$ cat src/rtl/fetch_decode_ctrl_if.sv
// Fetch/decode control bus: instruction-memory handshake, next-PC input,
// stall input and the decoded instruction fields.
interface fetch_decode_ctrl_if;
  localparam int unsigned XLEN = 32;
  localparam int unsigned BRW  = 4;
  localparam int unsigned SELW = 2;
  localparam int unsigned BLW  = 16;
  localparam int unsigned JLW  = 26;

  logic            imem_req;
  logic [XLEN-1:0] imem_addr;
  logic            imem_ack;
  logic [XLEN-1:0] imem_rdata;
  logic [XLEN-1:0] next_pc;
  logic            stall;
  logic [XLEN-1:0] pc;
  logic [XLEN-1:0] instr;
  logic            instr_valid;
  logic [BRW-1:0]  brtype;
  logic [SELW-1:0] pc_sel;
  logic [BLW-1:0]  branch_label;
  logic [JLW-1:0]  jmp_label;
  logic            fetch_err;

  // Controller side
  modport master (
    output imem_req, imem_addr, pc, instr, instr_valid, brtype, pc_sel,
           branch_label, jmp_label, fetch_err,
    input  imem_ack, imem_rdata, next_pc, stall
  );

  // Memory / next-address / downstream side
  modport slave (
    input  imem_req, imem_addr, pc, instr, instr_valid, brtype, pc_sel,
           branch_label, jmp_label, fetch_err,
    output imem_ack, imem_rdata, next_pc, stall
  );
endinterface

$ cat src/rtl/fetch_decode_ctrl.sv
// Fetch/decode controller: fetches one instruction word at pc, decodes the
// branch/jump fields, holds them while stalled, then loads pc from next_pc.
// Optional feature macro: FETCH_TIMEOUT_EN (fetch timeout, error pulse, retry).
module fetch_decode_ctrl (
  input logic                  clk,
  input logic                  reset,
  fetch_decode_ctrl_if.master  bus
);
  localparam int unsigned XLEN = 32;
  localparam int unsigned OPW  = 6;
  localparam int unsigned BRW  = 4;
  localparam int unsigned SELW = 2;
  localparam int unsigned BLW  = 16;
  localparam int unsigned JLW  = 26;

  localparam logic [OPW-1:0]  OP_BR_LO = 6'h10;
  localparam logic [OPW-1:0]  OP_BR_HI = 6'h18;
  localparam logic [OPW-1:0]  OP_JMP   = 6'h20;
  localparam logic [OPW-1:0]  OP_JR    = 6'h21;
  localparam logic [SELW-1:0] SEL_SEQ  = 2'd0;
  localparam logic [SELW-1:0] SEL_JMP  = 2'd1;
  localparam logic [SELW-1:0] SEL_REG  = 2'd2;

  typedef enum logic [2:0] {IDLE, FETCH, DECODE, HOLD, UPDATE} state_t;

  state_t          state_q, state_d;
  logic [XLEN-1:0] pc_q, pc_d;
  logic [XLEN-1:0] instr_q, instr_d;
  logic            valid_q, valid_d;
  logic [BRW-1:0]  brtype_q, brtype_d;
  logic [SELW-1:0] sel_q, sel_d;
  logic [BLW-1:0]  blabel_q, blabel_d;
  logic [JLW-1:0]  jlabel_q, jlabel_d;
  logic            req_q, req_d;
  logic [OPW-1:0]  opcode;

  assign opcode = instr_q[XLEN-1 -: OPW];

`ifdef FETCH_TIMEOUT_EN
  localparam int unsigned TOW      = 4;
  localparam int unsigned TO_LIMIT = 15;

  logic [TOW-1:0] cnt_q, cnt_d;
  logic           err_q, err_d;
  logic           timeout;

  // Count about to reach the limit on this un-acked fetch cycle
  assign timeout = (cnt_q == TOW'(TO_LIMIT - 1));
`endif

  // Next-state and next-output computation
  always_comb begin
    state_d  = state_q;
    pc_d     = pc_q;
    instr_d  = instr_q;
    brtype_d = brtype_q;
    sel_d    = sel_q;
    blabel_d = blabel_q;
    jlabel_d = jlabel_q;
`ifdef FETCH_TIMEOUT_EN
    cnt_d    = cnt_q;
    err_d    = 1'b0;
`endif

    case (state_q)
      IDLE: state_d = FETCH;
      FETCH: begin
        if (bus.imem_ack) begin
          instr_d = bus.imem_rdata;
          state_d = DECODE;
        end
`ifdef FETCH_TIMEOUT_EN
        else if (timeout) begin
          err_d   = 1'b1;
          state_d = IDLE;
        end
`endif
      end
      DECODE: begin
        brtype_d = '0;
        blabel_d = '0;
        jlabel_d = '0;
        sel_d    = SEL_SEQ;
        if (opcode >= OP_BR_LO && opcode <= OP_BR_HI) begin
          brtype_d = opcode[BRW-1:0];
          blabel_d = instr_q[BLW-1:0];
        end else if (opcode == OP_JMP) begin
          sel_d    = SEL_JMP;
          jlabel_d = instr_q[JLW-1:0];
        end else if (opcode == OP_JR) begin
          sel_d    = SEL_REG;
        end
        state_d = HOLD;
      end
      HOLD: if (!bus.stall) state_d = UPDATE;
      UPDATE: begin
        pc_d    = bus.next_pc;
        state_d = FETCH;
      end
      default: state_d = IDLE;
    endcase

    req_d   = (state_d == FETCH);
    valid_d = (state_d == HOLD);

`ifdef FETCH_TIMEOUT_EN
    if (state_d == FETCH && state_q != FETCH) begin
      cnt_d = '0;
    end else if (state_q == FETCH && !bus.imem_ack) begin
      cnt_d = cnt_q + TOW'(1);
    end
`endif
  end

  // State and output registers
  always_ff @(posedge clk or posedge reset) begin
    if (reset) begin
      state_q  <= IDLE;
      pc_q     <= '0;
      instr_q  <= '0;
      valid_q  <= 1'b0;
      brtype_q <= '0;
      sel_q    <= SEL_SEQ;
      blabel_q <= '0;
      jlabel_q <= '0;
      req_q    <= 1'b0;
    end else begin
      state_q  <= state_d;
      pc_q     <= pc_d;
      instr_q  <= instr_d;
      valid_q  <= valid_d;
      brtype_q <= brtype_d;
      sel_q    <= sel_d;
      blabel_q <= blabel_d;
      jlabel_q <= jlabel_d;
      req_q    <= req_d;
    end
  end

`ifdef FETCH_TIMEOUT_EN
  // Timeout counter and error pulse registers
  always_ff @(posedge clk or posedge reset) begin
    if (reset) begin
      cnt_q <= '0;
      err_q <= 1'b0;
    end else begin
      cnt_q <= cnt_d;
      err_q <= err_d;
    end
  end

  assign bus.fetch_err = err_q;
`else
  assign bus.fetch_err = 1'b0;
`endif

  assign bus.imem_req     = req_q;
  assign bus.imem_addr    = pc_q;
  assign bus.pc           = pc_q;
  assign bus.instr        = instr_q;
  assign bus.instr_valid  = valid_q;
  assign bus.brtype       = brtype_q;
  assign bus.pc_sel       = sel_q;
  assign bus.branch_label = blabel_q;
  assign bus.jmp_label    = jlabel_q;
endmodule

$ cat src/flat_wrapper.sv
// flat-port wrapper written by rule: the top's interface ports become plain ports
module fetch_decode_ctrl_flat 
  (clk, reset, bus_imem_req, bus_imem_addr, bus_pc, bus_instr, bus_instr_valid, bus_brtype, bus_pc_sel, bus_branch_label, bus_jmp_label, bus_fetch_err, bus_imem_ack, bus_imem_rdata, bus_next_pc, bus_stall);
  fetch_decode_ctrl_if bus_i ();
  input logic clk;
  input logic reset;
  output wire logic [$bits(bus_i.imem_req)-1:0] bus_imem_req;
  output wire logic [$bits(bus_i.imem_addr)-1:0] bus_imem_addr;
  output wire logic [$bits(bus_i.pc)-1:0] bus_pc;
  output wire logic [$bits(bus_i.instr)-1:0] bus_instr;
  output wire logic [$bits(bus_i.instr_valid)-1:0] bus_instr_valid;
  output wire logic [$bits(bus_i.brtype)-1:0] bus_brtype;
  output wire logic [$bits(bus_i.pc_sel)-1:0] bus_pc_sel;
  output wire logic [$bits(bus_i.branch_label)-1:0] bus_branch_label;
  output wire logic [$bits(bus_i.jmp_label)-1:0] bus_jmp_label;
  output wire logic [$bits(bus_i.fetch_err)-1:0] bus_fetch_err;
  input wire logic [$bits(bus_i.imem_ack)-1:0] bus_imem_ack;
  input wire logic [$bits(bus_i.imem_rdata)-1:0] bus_imem_rdata;
  input wire logic [$bits(bus_i.next_pc)-1:0] bus_next_pc;
  input wire logic [$bits(bus_i.stall)-1:0] bus_stall;
  assign bus_imem_req = bus_i.imem_req;
  assign bus_imem_addr = bus_i.imem_addr;
  assign bus_pc = bus_i.pc;
  assign bus_instr = bus_i.instr;
  assign bus_instr_valid = bus_i.instr_valid;
  assign bus_brtype = bus_i.brtype;
  assign bus_pc_sel = bus_i.pc_sel;
  assign bus_branch_label = bus_i.branch_label;
  assign bus_jmp_label = bus_i.jmp_label;
  assign bus_fetch_err = bus_i.fetch_err;
  assign bus_i.imem_ack = bus_imem_ack;
  assign bus_i.imem_rdata = bus_imem_rdata;
  assign bus_i.next_pc = bus_next_pc;
  assign bus_i.stall = bus_stall;
  fetch_decode_ctrl u_core (.clk(clk), .reset(reset), .bus(bus_i));
endmodule
$ cat config.mk
export PLATFORM = sky130hd
export DESIGN_NAME = fetch_decode_ctrl_flat
export DESIGN_NICKNAME = d
export VERILOG_FILES = /design/src/rtl/fetch_decode_ctrl_if.sv /design/src/rtl/fetch_decode_ctrl.sv /design/src/flat_wrapper.sv
export SDC_FILE = /design/constraint.sdc
export NUM_CORES = 1
export LEC_CHECK = 0
export BUFFER_PORTS_ARGS = -buffer_cell sky130_fd_sc_hd__buf_2
export CAP_MARGIN = 10
export CORE_UTILIZATION = 35
export DETAILED_ROUTE_END_ITERATION = 12
export PLACE_DENSITY = 0.64
export SYNTH_ARGS = -nofsm -noshare
export SYNTH_HDL_FRONTEND = slang
export SYNTH_SLANG_ARGS = --single-unit
export TNS_END_PERCENT = 100
$ cat constraint.sdc
create_clock -name clk -period 9.99 [get_ports clk]
set_input_delay 0.999 -clock clk [delete_from_list [all_inputs] [get_ports clk]]
set_output_delay 0.999 -clock clk [all_outputs]
set_load 0.01 [all_outputs]
### Yosys cells after proc, flatten, opt, wreduce, memory -nomap -nowiden

Cells that the tools add are included.

* reductions and logical operators: 4
* $lt $le $gt $ge: 2
* equality and inequality tests: 8
* mux-type cells: 10

Operators with widths (count)
* two-way mux 26 bit: 2
* two-way mux 16 bit: 1
* == test 6 bit, second input constant: 2
* one-hot mux 3 bit (4 select lines): 1
* == test 3 x 2 -> 1 bit, second input constant: 3
* == test 3 x 1 -> 1 bit, second input constant: 2
* >= comparator 6 x 5 -> 1 bit, second input constant: 1
* less-or-equal comparator 6 x 5 -> 1 bit, second input constant: 1
* two-way mux 2 bit: 3
* two-way mux 3 bit: 2
* two-way mux 4 bit: 1
* == test 3 bit, second input constant: 1
* logical NOT 3 bit: 1
* AND reduction 2 bit: 1
* OR reduction 2 bit: 1
* logical AND 1 bit: 1

* register bits: 117
* input bits: 68

### Longest topological paths before layout

* depth after elaboration: 4
* gate-level depth with buffers: 6
* depth with buffers taken out: 3

### Least setup slack after synthesis

No wires, ideal clock.

* path type: input port to flip-flop
* start point: in bus_imem_ack
* end point: reg u_core.instr_q[10], in the netlist u_core.bus.instr[10]
* data arrival time: 2.022 ns
* cell stages on the path: 4
* library setup time: 0.125 ns
* path slack: 7.843 ns
* path through: nor4bb_1 -> clkbuf_1 -> buf_2 -> mux2_2

* cells in the longest elaborated chain, start to end: 1

RTL lines
* start, declared: RTL line flat_wrapper.sv:17 `input wire logic [$bits(bus_i.imem_ack)-1:0] bus_imem_ack;`
* AND reduction 2 bit (no source line)
* end signal, assigned: RTL line fetch_decode_ctrl.sv:130 `instr_q <= instr_d;`
* end, declared: RTL line fetch_decode_ctrl.sv:28 `logic [XLEN-1:0] instr_q, instr_d;`

Every way passes these cells.
A chain may end at the register's enable or synchronous reset.

### Final worst setup path

* start point: reg u_core.instr_q[29], in the netlist u_core.bus.instr[29]
* end point: reg u_core.jlabel_q[19], in the netlist u_core.bus.jmp_label[19]

* cells in the longest elaborated chain, start to end: 3

RTL lines
* >= comparator 6 x 5 -> 1 bit, or another cell as far along: RTL line fetch_decode_ctrl.sv:84 `if (opcode >= OP_BR_LO && opcode <= OP_BR_HI) begin`
* logical AND 1 bit / two-way mux 26 bit (equally long branches): RTL line fetch_decode_ctrl.sv:84, fetch_decode_ctrl.sv:87
* two-way mux 26 bit (*): RTL line fetch_decode_ctrl.sv:84
* end signal, assigned: RTL line fetch_decode_ctrl.sv:135 `jlabel_q <= jlabel_d;`
* end, declared: RTL line fetch_decode_ctrl.sv:33 `logic [JLW-1:0] jlabel_q, jlabel_d;`

Mark *: on every way between the ends. The rest lies on a longest branch, timed or not.

==> impl_results.md <==
- Nets: 644
- Final cell count without fillers: 763
- Fin area: 6360 µm²
- CTS max path bufs: 2
- Worst-Margin Slew: 0.763 ns
- Syn Std Cell Area: 4860 µm²
- Initial antenna violation count: 0
- Commonest cells after routing, fill and taps aside: buf_2 (213), dfrtp_1 (117), nand2_1 (70)
- FP Rows: 42
- Detailed placement HPWL: 8260 µm
- Fill cell count: 1243
- Die Wd: 120 µm
- Worst Hold Launch: u_core.bus.jmp_label[6]$_DFFE_PP0P_
- Number of global-route vias before repair: 3461
- Delay-heaviest family, CP: simple AND/OR/NAND/NOR gates
- Critical Path, Cell by Cell: or3b_1 -> or4_2 -> o21ai_0
- Commonest non-fill, non-tap cell in the layout: buf_2
- Max incr delay on CP: 0.96 ns
- Via density: 4.69
- Synth unique cells: 28
- CTS tree: built
- Area Growth Syn to Fin: 30.7%
- Worst slew margin: 0.491
- H-tree depth: 4
- Routed WL: 11600 µm
- Clock Pin Slew Worst Setup and Hold Paths: 0.05 ns
- Post-Synthesis Cells: 393
- Max Cap Viol: 0
- Required @ worst endpoint: 10.31 ns
- Setup repair bufs after CTS: 0
- Switching share of total power: 0.356
- Post-route ant nets: 0
- Psw: 737 µW
- Worst Hold End: u_core.bus.jmp_label[6]$_DFFE_PP0P_
- Fmax: 0.455 GHz
- Period Utilization, post-route: 0.220
- Post-DP Area: 5850 µm²
- IO Port Bufs: 213
- R2R setup slack: 7.79 ns
- Slowest CP cell: or4_2
- HP Class: reg2reg
- Critical Path AT: 2.51 ns
- Crit path time final: 2.20 ns
- Status: completed
- Worst r2r path cells: 3
- IO Count: 215
- Critical path launch point type: register
- Worst-path fanout max: 27
- Buf/Inv on CP: 0
- DR vias: 3580
- Worst Setup Path Type: reg2reg
- Placed insts: 733
- Setup repair after global routing missed its margin: false
- Share of power burned in the clock network: 0.252
- Nature of the critical path endpoint: register
- Syn Area/Cell: 12.4 µm²
- RR Endpoint: u_core.bus.jmp_label[19]$_DFFE_PP0P_
- Average wire per standard cell: 15.2 µm
- Gr ovfl total: 0
- Flops & latches, synth: 117
- Clock Latency Late Sink: 0.41 ns
- Drt pass-1 iters: 4
- Worst r2r src: u_core.bus.instr[29]$_DFFE_PP0P_
- Initial cell density of the core: 0.363
- Core ar.: 13400 µm²
- VDD IR max: 0.000151 V
- CTS Buf Count: 17
- Fin. Hold Viols: 0
- Sequential area share after synthesis: 0.602
- First-pass GRT wire length: 18100 µm
- Share of layout cells above drive strength 1: 0.572
- Internal power: 1.33 mW
- Final Wtd Congestion: 0.705
- Comb power frac: 0.358
- Number of max-slew violations in the final report: 0
- Hold path depth: 2
- Fin Clk Skew: 0.00933 ns
- Leak: 3.22 nW
- Pin count of the biggest net entering global routing: 62
- Root Buffer: clkbuf_16
- Clock sink total: 117
- Pwr per Cell Area: 326 nW/µm²
- Yosys warning count: 0
- Hold-fix buffers at CTS: 0
- Die area: 14400 µm²
- Die H: 120 µm
- Setup violators final: 0
- Sequential power share: 0.390
- Setup TNS: 0 ns
- DR iter-0 viols: 198
- Post-cts sizing count: 0
- Syn Nets: 461
- Tot GR Track Use: 0.168
- DRC viols: 0
worst reg2reg max path, cell delays in order (launching register included):
cell and delay [ns]:
dfrtp_1 0.43, or3b_1 0.40, or4_2 0.96, o21ai_0 0.31
worst max path at each step:
stage | from | endpoint | slack [ns] | cells past startpoint
CTS | u_core.bus.instr[29]$_DFFE_PP0P_ | u_core.bus.jmp_label[19]$_DFFE_PP0P_ | 7.76 | 3
finish | u_core.bus.instr[29]$_DFFE_PP0P_ | u_core.bus.jmp_label[19]$_DFFE_PP0P_ | 7.79 | 3
global route | u_core.bus.instr[29]$_DFFE_PP0P_ | u_core.bus.jmp_label[23]$_DFFE_PP0P_ | 7.64 | 3
detailed placement | reset | u_core.bus.jmp_label[23]$_DFFE_PP0P_ | 7.52 | 3
floorplan | reset | u_core.bus.branch_label[0]$_DFFE_PP0P_ | 5.89 | 1
global placement | reset | u_core.bus.instr[21]$_DFFE_PP0P_ | 7.55 | 3
final cells by class:
type	count	area [µm²]	share of cell area
sequential	117	2930	0.461
multi-input combinational	217	1570	0.247
timing repair buffer	220	1120	0.176
clock buffer	22	444	0.0699
tap	176	220	0.0346
clock inverter	7	60.1	0.00945
inverter	3	13.8	0.00216
antenna	1	2.50	0.000394
layer usage:
layer / track usage / up-vias / routed length [µm]
met5: 0 / - / 0
met4: 0.0492 / 0 / 107
met2: 0.279 / 156 / 5850
met3: 0.0632 / 8 / 792
li1: - / 1675 / -
met1: 0.201 / 1741 / 4820
kinds of logic after synthesis:
logic type | after synthesis | synth area share
simple gates | 101 | 0.0936
flops | 117 | 0.602
buf+inv | 59 | 0.0823
mux | 64 | 0.148
compound gates | 51 | 0.0733
other cells | 1 | 0.000771
through the flow:
step	setup WS [ns]	hold slack [ns]	util	total power [mW]
floorplan	5.89	0.504	-	1.30
global placement	7.55	0.459	0.437	1.55
detailed placement	7.52	0.466	0.437	1.57
CTS	7.76	0.477	0.474	2.11
global route	7.64	0.504	0.474	2.21
finish	7.79	0.474	0.474	2.07
power groups by stage:
stage	clock, mW	combinational, mW	sequential [mW]
floorplan	0	0.427	0.870
global placement	0	0.743	0.805
detailed placement	0	0.755	0.817
CTS	0.540	0.756	0.811
global route	0.563	0.808	0.840
finish	0.522	0.741	0.807
Yosys cell counts:
cell type / number / area, µm²
nor2_1: 3 / 11.3
dfrtp_1: 117 / 2930
buf_2: 12 / 60.1
nand2b_1: 1 / 6.26
o21a_1: 1 / 7.51
a32o_1: 2 / 20.0
nor3b_1: 2 / 15.0
nand3_1: 16 / 80.1
buf_6: 1 / 11.3
nor4_1: 1 / 6.26
a22o_1: 3 / 26.3
or3b_1: 1 / 8.76
mux2_2: 64 / 721
nor3b_2: 2 / 25.0
inv_1: 3 / 11.3
buf_12: 2 / 40.0
conb_1: 1 / 3.75
o21ai_0: 24 / 120
or4_1: 1 / 7.51
nor4bb_1: 1 / 10.0
buf_4: 33 / 248
nand2_1: 70 / 263
o31ai_1: 1 / 7.51
or3b_2: 1 / 8.76
o21ai_2: 20 / 175
nor2b_1: 1 / 6.26
nand3b_1: 1 / 7.51
clkbuf_1: 8 / 30.0
sequential cells by signal (all words and copies together) (netlist names):
signal and cells:
u_core.bus.imem_req 1, u_core.bus.branch_label 16, u_core.bus.pc_sel 2, u_core.bus.brtype 4, u_core.bus.jmp_label 26, u_core.state_q 3, u_core.bus.imem_addr 32, u_core.bus.instr_valid 1
u_core.bus.instr 32
(Power assumes the default switching activity.)
